## config.mk

```make
export PLATFORM = sky130hd
export DESIGN_NAME = alu_pipe
export DESIGN_NICKNAME = d
export VERILOG_FILES = /design/src/rtl/alu_pipe.sv
export SDC_FILE = /design/constraint.sdc
export NUM_CORES = 1
export LEC_CHECK = 0
export ABC_AREA = 0
export CAP_MARGIN = 20
export CORE_MARGIN = 1.5
export CORE_UTILIZATION = 59
export CTS_CLUSTER_DIAMETER = 100
export DETAILED_ROUTE_END_ITERATION = 12
export PLACE_DENSITY = 0.86
export SLEW_MARGIN = 0
export SYNTH_ARGS = -nofsm -noshare
export SYNTH_HDL_FRONTEND = slang
export SYNTH_SLANG_ARGS = --single-unit
export TNS_END_PERCENT = 50
```

## constraint.sdc

```tcl
create_clock -name clock -period 4.8 [get_ports clock]
set_input_delay 0.96 -clock clock [delete_from_list [all_inputs] [get_ports clock]]
set_output_delay 0.96 -clock clock [all_outputs]
set_load 0.05 [all_outputs]
```

## src/rtl/alu_pipe.sv

```systemverilog
// alu_pipe: handshaked RV32-style integer ALU with an iterative shifter.
//
// Ports:
//   clock, rst_n          rising-edge clock, synchronous active-low reset
//   in_valid / in_ready   request handshake (in_ready depends only on state and out_ready)
//   op, a, b              operation code and operands (shift amount = b[log2(XLEN)-1:0])
//   out_valid / out_ready result handshake
//   result, taken, jlr    registered result, branch condition, (a+b) & ~1
//   br_count              saturating count of accepted taken branches
//
// Build option: define ALU_BRANCH_COUNT_EN to include the taken-branch counter;
// when undefined, br_count is tied to zero.
module alu_pipe #(
  parameter int unsigned XLEN       = 32,
  parameter int unsigned SHIFT_STEP = 8,
  parameter int unsigned CNT_W      = 8
) (
  input  logic             clock,
  input  logic             rst_n,
  input  logic             in_valid,
  output logic             in_ready,
  input  logic [3:0]       op,
  input  logic [XLEN-1:0]  a,
  input  logic [XLEN-1:0]  b,
  output logic             out_valid,
  input  logic             out_ready,
  output logic [XLEN-1:0]  result,
  output logic             taken,
  output logic [XLEN-1:0]  jlr,
  output logic [CNT_W-1:0] br_count
);

  localparam int unsigned SHW = $clog2(XLEN);

  localparam logic [1:0] S_IDLE  = 2'd0;
  localparam logic [1:0] S_SHIFT = 2'd1;
  localparam logic [1:0] S_HOLD  = 2'd2;

  localparam logic [3:0] OP_ADD = 4'd0,  OP_SUB  = 4'd1,  OP_AND  = 4'd2,  OP_OR   = 4'd3;
  localparam logic [3:0] OP_XOR = 4'd4,  OP_SLL  = 4'd5,  OP_SRL  = 4'd6,  OP_SRA  = 4'd7;
  localparam logic [3:0] OP_SLT = 4'd8,  OP_SLTU = 4'd9,  OP_BEQ  = 4'd10, OP_BNE  = 4'd11;
  localparam logic [3:0] OP_BLT = 4'd12, OP_BGE  = 4'd13, OP_BLTU = 4'd14, OP_BGEU = 4'd15;

  localparam logic [SHW:0] STEP_W = SHIFT_STEP[SHW:0];

  logic [1:0]      state_q, state_d;
  logic [XLEN-1:0] result_q, result_d;
  logic            taken_q, taken_d;
  logic [XLEN-1:0] jlr_q, jlr_d;
  logic [XLEN-1:0] sh_q, sh_d;
  logic [SHW:0]    rem_q, rem_d;
  logic [1:0]      sh_op_q, sh_op_d;

  logic            accept;
  logic [XLEN-1:0] sum;
  logic [XLEN:0]   diff_u;
  logic            lt_u, lt_s, eq;
  logic [XLEN-1:0] alu_res;
  logic            alu_taken;
  logic            is_shift;
  logic [SHW-1:0]  shamt;
  logic [SHW:0]    step_amt;
  logic [SHW:0]    rem_next;
  logic [XLEN-1:0] sh_next;

  assign in_ready  = (state_q == S_IDLE) || ((state_q == S_HOLD) && out_ready);
  assign out_valid = (state_q == S_HOLD);
  assign accept    = in_valid && in_ready;
  assign result    = result_q;
  assign taken     = taken_q;
  assign jlr       = jlr_q;

  assign sum    = a + b;
  assign diff_u = {1'b0, a} - {1'b0, b};
  assign lt_u   = diff_u[XLEN];
  // Signed order equals unsigned order with both sign bits flipped, so the
  // single zero-extended borrow serves both compares.
  assign lt_s   = diff_u[XLEN] ^ a[XLEN-1] ^ b[XLEN-1];
  assign eq     = (a == b);

  assign shamt    = b[SHW-1:0];
  assign is_shift = (op == OP_SLL) || (op == OP_SRL) || (op == OP_SRA);

  always_comb begin
    alu_res   = a;
    alu_taken = 1'b0;
    case (op)
      OP_ADD:  alu_res = sum;
      OP_SUB:  alu_res = diff_u[XLEN-1:0];
      OP_AND:  alu_res = a & b;
      OP_OR:   alu_res = a | b;
      OP_XOR:  alu_res = a ^ b;
      OP_SLT:  alu_res = {{(XLEN-1){1'b0}}, lt_s};
      OP_SLTU: alu_res = {{(XLEN-1){1'b0}}, lt_u};
      OP_BEQ:  alu_taken = eq;
      OP_BNE:  alu_taken = !eq;
      OP_BLT:  alu_taken = lt_s;
      OP_BGE:  alu_taken = !lt_s;
      OP_BLTU: alu_taken = lt_u;
      OP_BGEU: alu_taken = !lt_u;
      default: ;  // shifts reach here only with a zero amount: pass a through
    endcase
    if (op >= OP_BEQ) alu_res = {{(XLEN-1){1'b0}}, alu_taken};
  end

  // One shifter step: min(SHIFT_STEP, remaining) bits.
  always_comb begin
    step_amt = (rem_q >= STEP_W) ? STEP_W : rem_q;
    rem_next = rem_q - step_amt;
    case (sh_op_q)
      2'b01:   sh_next = sh_q << step_amt;
      2'b10:   sh_next = sh_q >> step_amt;
      default: sh_next = $signed(sh_q) >>> step_amt;
    endcase
  end

  always_comb begin
    state_d  = state_q;
    result_d = result_q;
    taken_d  = taken_q;
    jlr_d    = jlr_q;
    sh_d     = sh_q;
    rem_d    = rem_q;
    sh_op_d  = sh_op_q;
    case (state_q)
      S_IDLE: ;
      S_SHIFT: begin
        sh_d  = sh_next;
        rem_d = rem_next;
        if (rem_next == '0) begin
          result_d = sh_next;
          state_d  = S_HOLD;
        end
      end
      S_HOLD: if (out_ready && !in_valid) state_d = S_IDLE;
      default: state_d = S_IDLE;
    endcase
    // Accept is shared by IDLE and HOLD; in HOLD it also retires the current result.
    if (accept) begin
      jlr_d = sum & {{(XLEN-1){1'b1}}, 1'b0};
      if (is_shift && (shamt != '0)) begin
        sh_d    = a;
        rem_d   = {1'b0, shamt};
        sh_op_d = op[1:0];
        taken_d = 1'b0;
        state_d = S_SHIFT;
      end else begin
        result_d = alu_res;
        taken_d  = alu_taken;
        state_d  = S_HOLD;
      end
    end
  end

  always_ff @(posedge clock) begin
    if (!rst_n) begin
      state_q  <= S_IDLE;
      result_q <= '0;
      taken_q  <= 1'b0;
      jlr_q    <= '0;
      sh_q     <= '0;
      rem_q    <= '0;
      sh_op_q  <= '0;
    end else begin
      state_q  <= state_d;
      result_q <= result_d;
      taken_q  <= taken_d;
      jlr_q    <= jlr_d;
      sh_q     <= sh_d;
      rem_q    <= rem_d;
      sh_op_q  <= sh_op_d;
    end
  end

`ifdef ALU_BRANCH_COUNT_EN
  logic [CNT_W-1:0] br_cnt_q, br_cnt_d;
  logic             is_branch;

  assign is_branch = (op >= OP_BEQ);

  always_comb begin
    br_cnt_d = br_cnt_q;
    if (accept && is_branch && alu_taken && (br_cnt_q != '1))
      br_cnt_d = br_cnt_q + CNT_W'(1);
  end

  always_ff @(posedge clock) begin
    if (!rst_n) br_cnt_q <= '0;
    else        br_cnt_q <= br_cnt_d;
  end

  assign br_count = br_cnt_q;
`else
  assign br_count = '0;
`endif

endmodule

```

==> impl_summary.log <==
[metrics] routed via count: 14939
[metrics] fraction of the cycle the final worst path needs: 0.919
[metrics] CP Launch Type: input port
[metrics] Site Rows: 53
[metrics] wire length of the first global-routing pass: between 70 and 80 mm
[metrics] worst-path cell with the longest stage delay: sky130_fd_sc_hd__clkdlybuf4s50_1
[metrics] final period demand of the worst path: approximately 4400 ps
[metrics] maximum VDD drop: 0.000171 V
[metrics] via count of the first global-routing pass: 13891
[metrics] non-filler cells, final: 2178
[metrics] most common cell type on the critical path: sky130_fd_sc_hd__a21oi_1
[metrics] DR pass1 iterations: 8
[metrics] placed wire-length estimate after detailed placement: roughly 38 mm
[metrics] Final Slew Violations: 0
[metrics] cells traversed along the worst timing path: clkdlybuf4s50_1 > inv_1 > ha_1 > nor2_1 > o21ai_0 > nand3_1 > a21oi_1 > o21bai_1 > a21o_1 > a21oi_1 > mux2_2 > a211oi_1 > o22ai_1
[metrics] post-synth cell types: 86
[metrics] register bit count reported by yosys: about 110
[metrics] CP Data Required Time: about 5000 ps
[metrics] y dimension of the die: between 150 and 200 um
[metrics] share of the core filled with cells in the final layout: 0.699
[metrics] number of cells upsized or downsized after cts: 0
[metrics] delay of the slowest cell on the worst path: 700 ps
[metrics] post-synthesis async set-or-reset flop share: 0
[metrics] Placer Congestion: around 1.1
[metrics] average wire length per cell after detail routing: ~23 um
[metrics] proportion of synthesized chip area in sequential cells: 0.164
[metrics] endpoint kind of the worst setup timing path: flop
[metrics] path category of the worst min-delay check: flop to flop
[metrics] TritonCTS clock tree: built
[metrics] final hold viol count: 0
[metrics] cell count after synthesis: around 1800
[metrics] setup fix buffers added after clock tree synthesis: 0
[metrics] final antenna-violating net count: 0
[metrics] clock slew at the register clock pins of the worst setup and hold paths: around 80 ps
[metrics] pwr dens: 233 nW/um2
[metrics] remaining design rule violation count: 0
[metrics] GRT Total Usage: 0.443
[metrics] count of final setup violators: 0
[metrics] synthesized area divided by synthesized cell count: around 7.1 um2
[metrics] launch instance of the worst register-to-register path: rem_q[1]$_SDFF_PN0_
[metrics] # H-tree levels: 3
[metrics] end of the worst register-to-register path: sh_q[10]$_SDFF_PN0_
[metrics] total grt overflow: 0
[metrics] leakage power: 6.02 nW
[metrics] Layout Area Growth over Synthesis: 15.0%
[metrics] Max Cap Viol: 0
[metrics] worst clock skew: roughly 15 ps
[metrics] count of port buffers added during placement: between 100 and 150
[metrics] arrival time reported for the critical path endpoint: 4650 ps
[metrics] worst-case register-to-register setup slack: between 900 and 1000 ps
[metrics] area share of the largest cell type after synthesis: 0.164
[metrics] R2R cell count: 8
[metrics] overall routed net length: between 50 and 60 mm
[metrics] number of buffers created by CTS: 9
[metrics] fraction of final layout cells sized beyond drive strength 1: 0.0747
[metrics] count of flip-flops with a built-in enable after synthesis: 0
[metrics] initial detailed-routing violation count: approximately 1900
[metrics] Max-slew headroom: 0.328
[metrics] DIE AREA: around 23000 um2
[metrics] commonest non-fill, non-tap cell in the layout: sky130_fd_sc_hd__a21oi_1
[metrics] biggest fanout along the worst timing path: 5
[metrics] die span in x: about 150 um
[metrics] starting density of the core: 0.608
[metrics] number of warnings issued by yosys: 0
[metrics] number of I/O pins: 147
[metrics] Final #Nets: a little over 2000
[metrics] outcome: finished clean
[metrics] library cell occupying the most area in the post-synthesis netlist: sky130_fd_sc_hd__dfxtp_1
[metrics] initial antenna violation count: 1
[metrics] root buffer cell: sky130_fd_sc_hd__clkbuf_16
[metrics] hold path startpoint: jlr[6]$_SDFFE_PN0P_
[metrics] maximum number of pins on one net before global-route repair: 66
[metrics] Hold Path End: jlr[6]$_SDFFE_PN0P_
[metrics] worst slew pin tran: ~1000 ps
[metrics] unrepaired setup endpoints after global routing: no
[metrics] Hold Path Depth: 2
[metrics] total negative slack: 0 ps
[metrics] prevailing post-synth register cell: sky130_fd_sc_hd__dfxtp_1
[metrics] hold-fix buffer count after cts: 0
[metrics] area inside the core boundary: around 21000 um2
[metrics] Critical Setup Path Class: input port to flop
[metrics] top area cells in the synthesized netlist: sky130_fd_sc_hd__dfxtp_1, sky130_fd_sc_hd__ha_1, sky130_fd_sc_hd__mux2i_1, sky130_fd_sc_hd__a21oi_1, sky130_fd_sc_hd__o21ai_0
[metrics] Via-to-Cell Ratio: 6.86
[metrics] placed cell count: about 2200
[metrics] Bufs on Longest Clock Path: 2
[metrics] leading cell types in the layout, fill and taps excluded: sky130_fd_sc_hd__a21oi_1, sky130_fd_sc_hd__nor2_1, sky130_fd_sc_hd__nand2_1
[metrics] number of clock sinks seen by CTS: around 110
[metrics] achievable clock frequency: between 200 and 250 MHz
[metrics] Netlist Area Pre-Place: 12900 um2
[metrics] clk_lat worst skew: approximately 370 ps
==> metal layers <==
| layer | wire length [um] | up-vias | track usage |
|---|---|---|---|
| li1 | - | 6780 | - |
| met1 | 20000 | 6967 | 0.589 |
| met2 | 22000 | 1011 | 0.678 |
| met3 | 6340 | 181 | 0.0952 |
| met4 | 2450 | 0 | 0.217 |
| met5 | 0 | - | 0 |
==> kinds of logic (layout without fill, tap and decap cells) <==
group,count (synthesis),in the layout,synth area share
AO/OA/AOI/OAI,668,668,0.329
XOR/XNOR,43,43,0.0292
adder cells (fa/ha/maj),101,101,0.0991
buffers and inverters,258,326,0.0843
flip-flops,106,106,0.164
multiplexers,134,134,0.112
other,2,11,0.000582
AND/OR/NAND/NOR,514,514,0.181
==> layout make-up <==
cell class	instances	area, um2
multi-input cells	1470	9750
fillers	1865	6380
flip-flops and latches	106	2120
repair buffers	213	1970
inverters	97	364
well taps	275	344
clock buffers	10	229
clock inverters	6	57.6
diodes	1	2.50
==> how the worst max path moves through the flow <==
stage	startpoint	end	slack [ps]	cells past startpoint
3_3_place_gp	b[3]	result[27]$_SDFF_PN0_	260	13
3_5_place_dp	a[0]	result[22]$_SDFF_PN0_	200	15
4_1_cts	a[0]	result[22]$_SDFF_PN0_	570	15
5_1_grt	b[1]	result[15]$_SDFF_PN0_	180	13
6_report	b[1]	result[15]$_SDFF_PN0_	390	13
2_1_floorplan	a[0]	result[22]$_SDFF_PN0_	1140	14
==> cells in the mapped netlist, types with 15 or more instances <==
| library cell | count |
|---|---|
| sky130_fd_sc_hd__mux2i_1 | 118 |
| sky130_fd_sc_hd__a211oi_1 | 54 |
| sky130_fd_sc_hd__buf_2 | 20 |
| sky130_fd_sc_hd__a21oi_1 | 208 |
| sky130_fd_sc_hd__nand3_1 | 39 |
| sky130_fd_sc_hd__o22ai_1 | 30 |
| sky130_fd_sc_hd__clkbuf_1 | 106 |
| sky130_fd_sc_hd__o21ai_1 | 15 |
| sky130_fd_sc_hd__inv_1 | 96 |
| sky130_fd_sc_hd__buf_1 | 15 |
| sky130_fd_sc_hd__xnor2_1 | 36 |
| sky130_fd_sc_hd__nor2_1 | 185 |
| sky130_fd_sc_hd__ha_1 | 99 |
| sky130_fd_sc_hd__nand2_1 | 147 |
| sky130_fd_sc_hd__o21ai_0 | 142 |
| sky130_fd_sc_hd__dfxtp_1 | 106 |
| sky130_fd_sc_hd__nor4_1 | 15 |
| sky130_fd_sc_hd__a31oi_1 | 19 |
| sky130_fd_sc_hd__nor3_1 | 39 |
| sky130_fd_sc_hd__or3_1 | 17 |
| sky130_fd_sc_hd__o211ai_1 | 26 |
| sky130_fd_sc_hd__a21o_1 | 20 |
| sky130_fd_sc_hd__a221oi_1 | 21 |
| sky130_fd_sc_hd__o21bai_1 | 16 |
==> critical path, delay by kind of cell <==
family	cells	cell delay (ps)
AO/OA/AOI/OAI	7	1790
adder cells (fa/ha/maj)	1	400
buffers and inverters	2	880
multiplexers	1	360
AND/OR/NAND/NOR	2	250
==> where the power goes <==
group	leakage (nW)	total, mW	internal, mW	switching [mW]
sequential	0.867	1.02	0.947	0.0744
combinational	5.01	1.68	0.590	1.09
clock	0.141	0.764	0.367	0.398
==> state kept, by name (all words and copies together) (netlist names) <==
| name | count |
|---|---|
| result | 32 |
| sh_q | 32 |
| jlr | 31 |
| rem_q | 6 |
| sh_op_q | 2 |
| state_q | 2 |
| taken | 1 |
==> through the flow <==
stage	cell area [um2]	hold WS [ps]	total power, mW	setup slack, ps
after global routing	14800	473	3.60	185
after global placement	14600	440	2.64	255
final	14800	459	3.46	386
after floorplan	12900	453	2.11	1140
after CTS	14800	464	3.40	570
after detailed placement	14600	449	2.65	199
(Power assumes the default switching activity.)
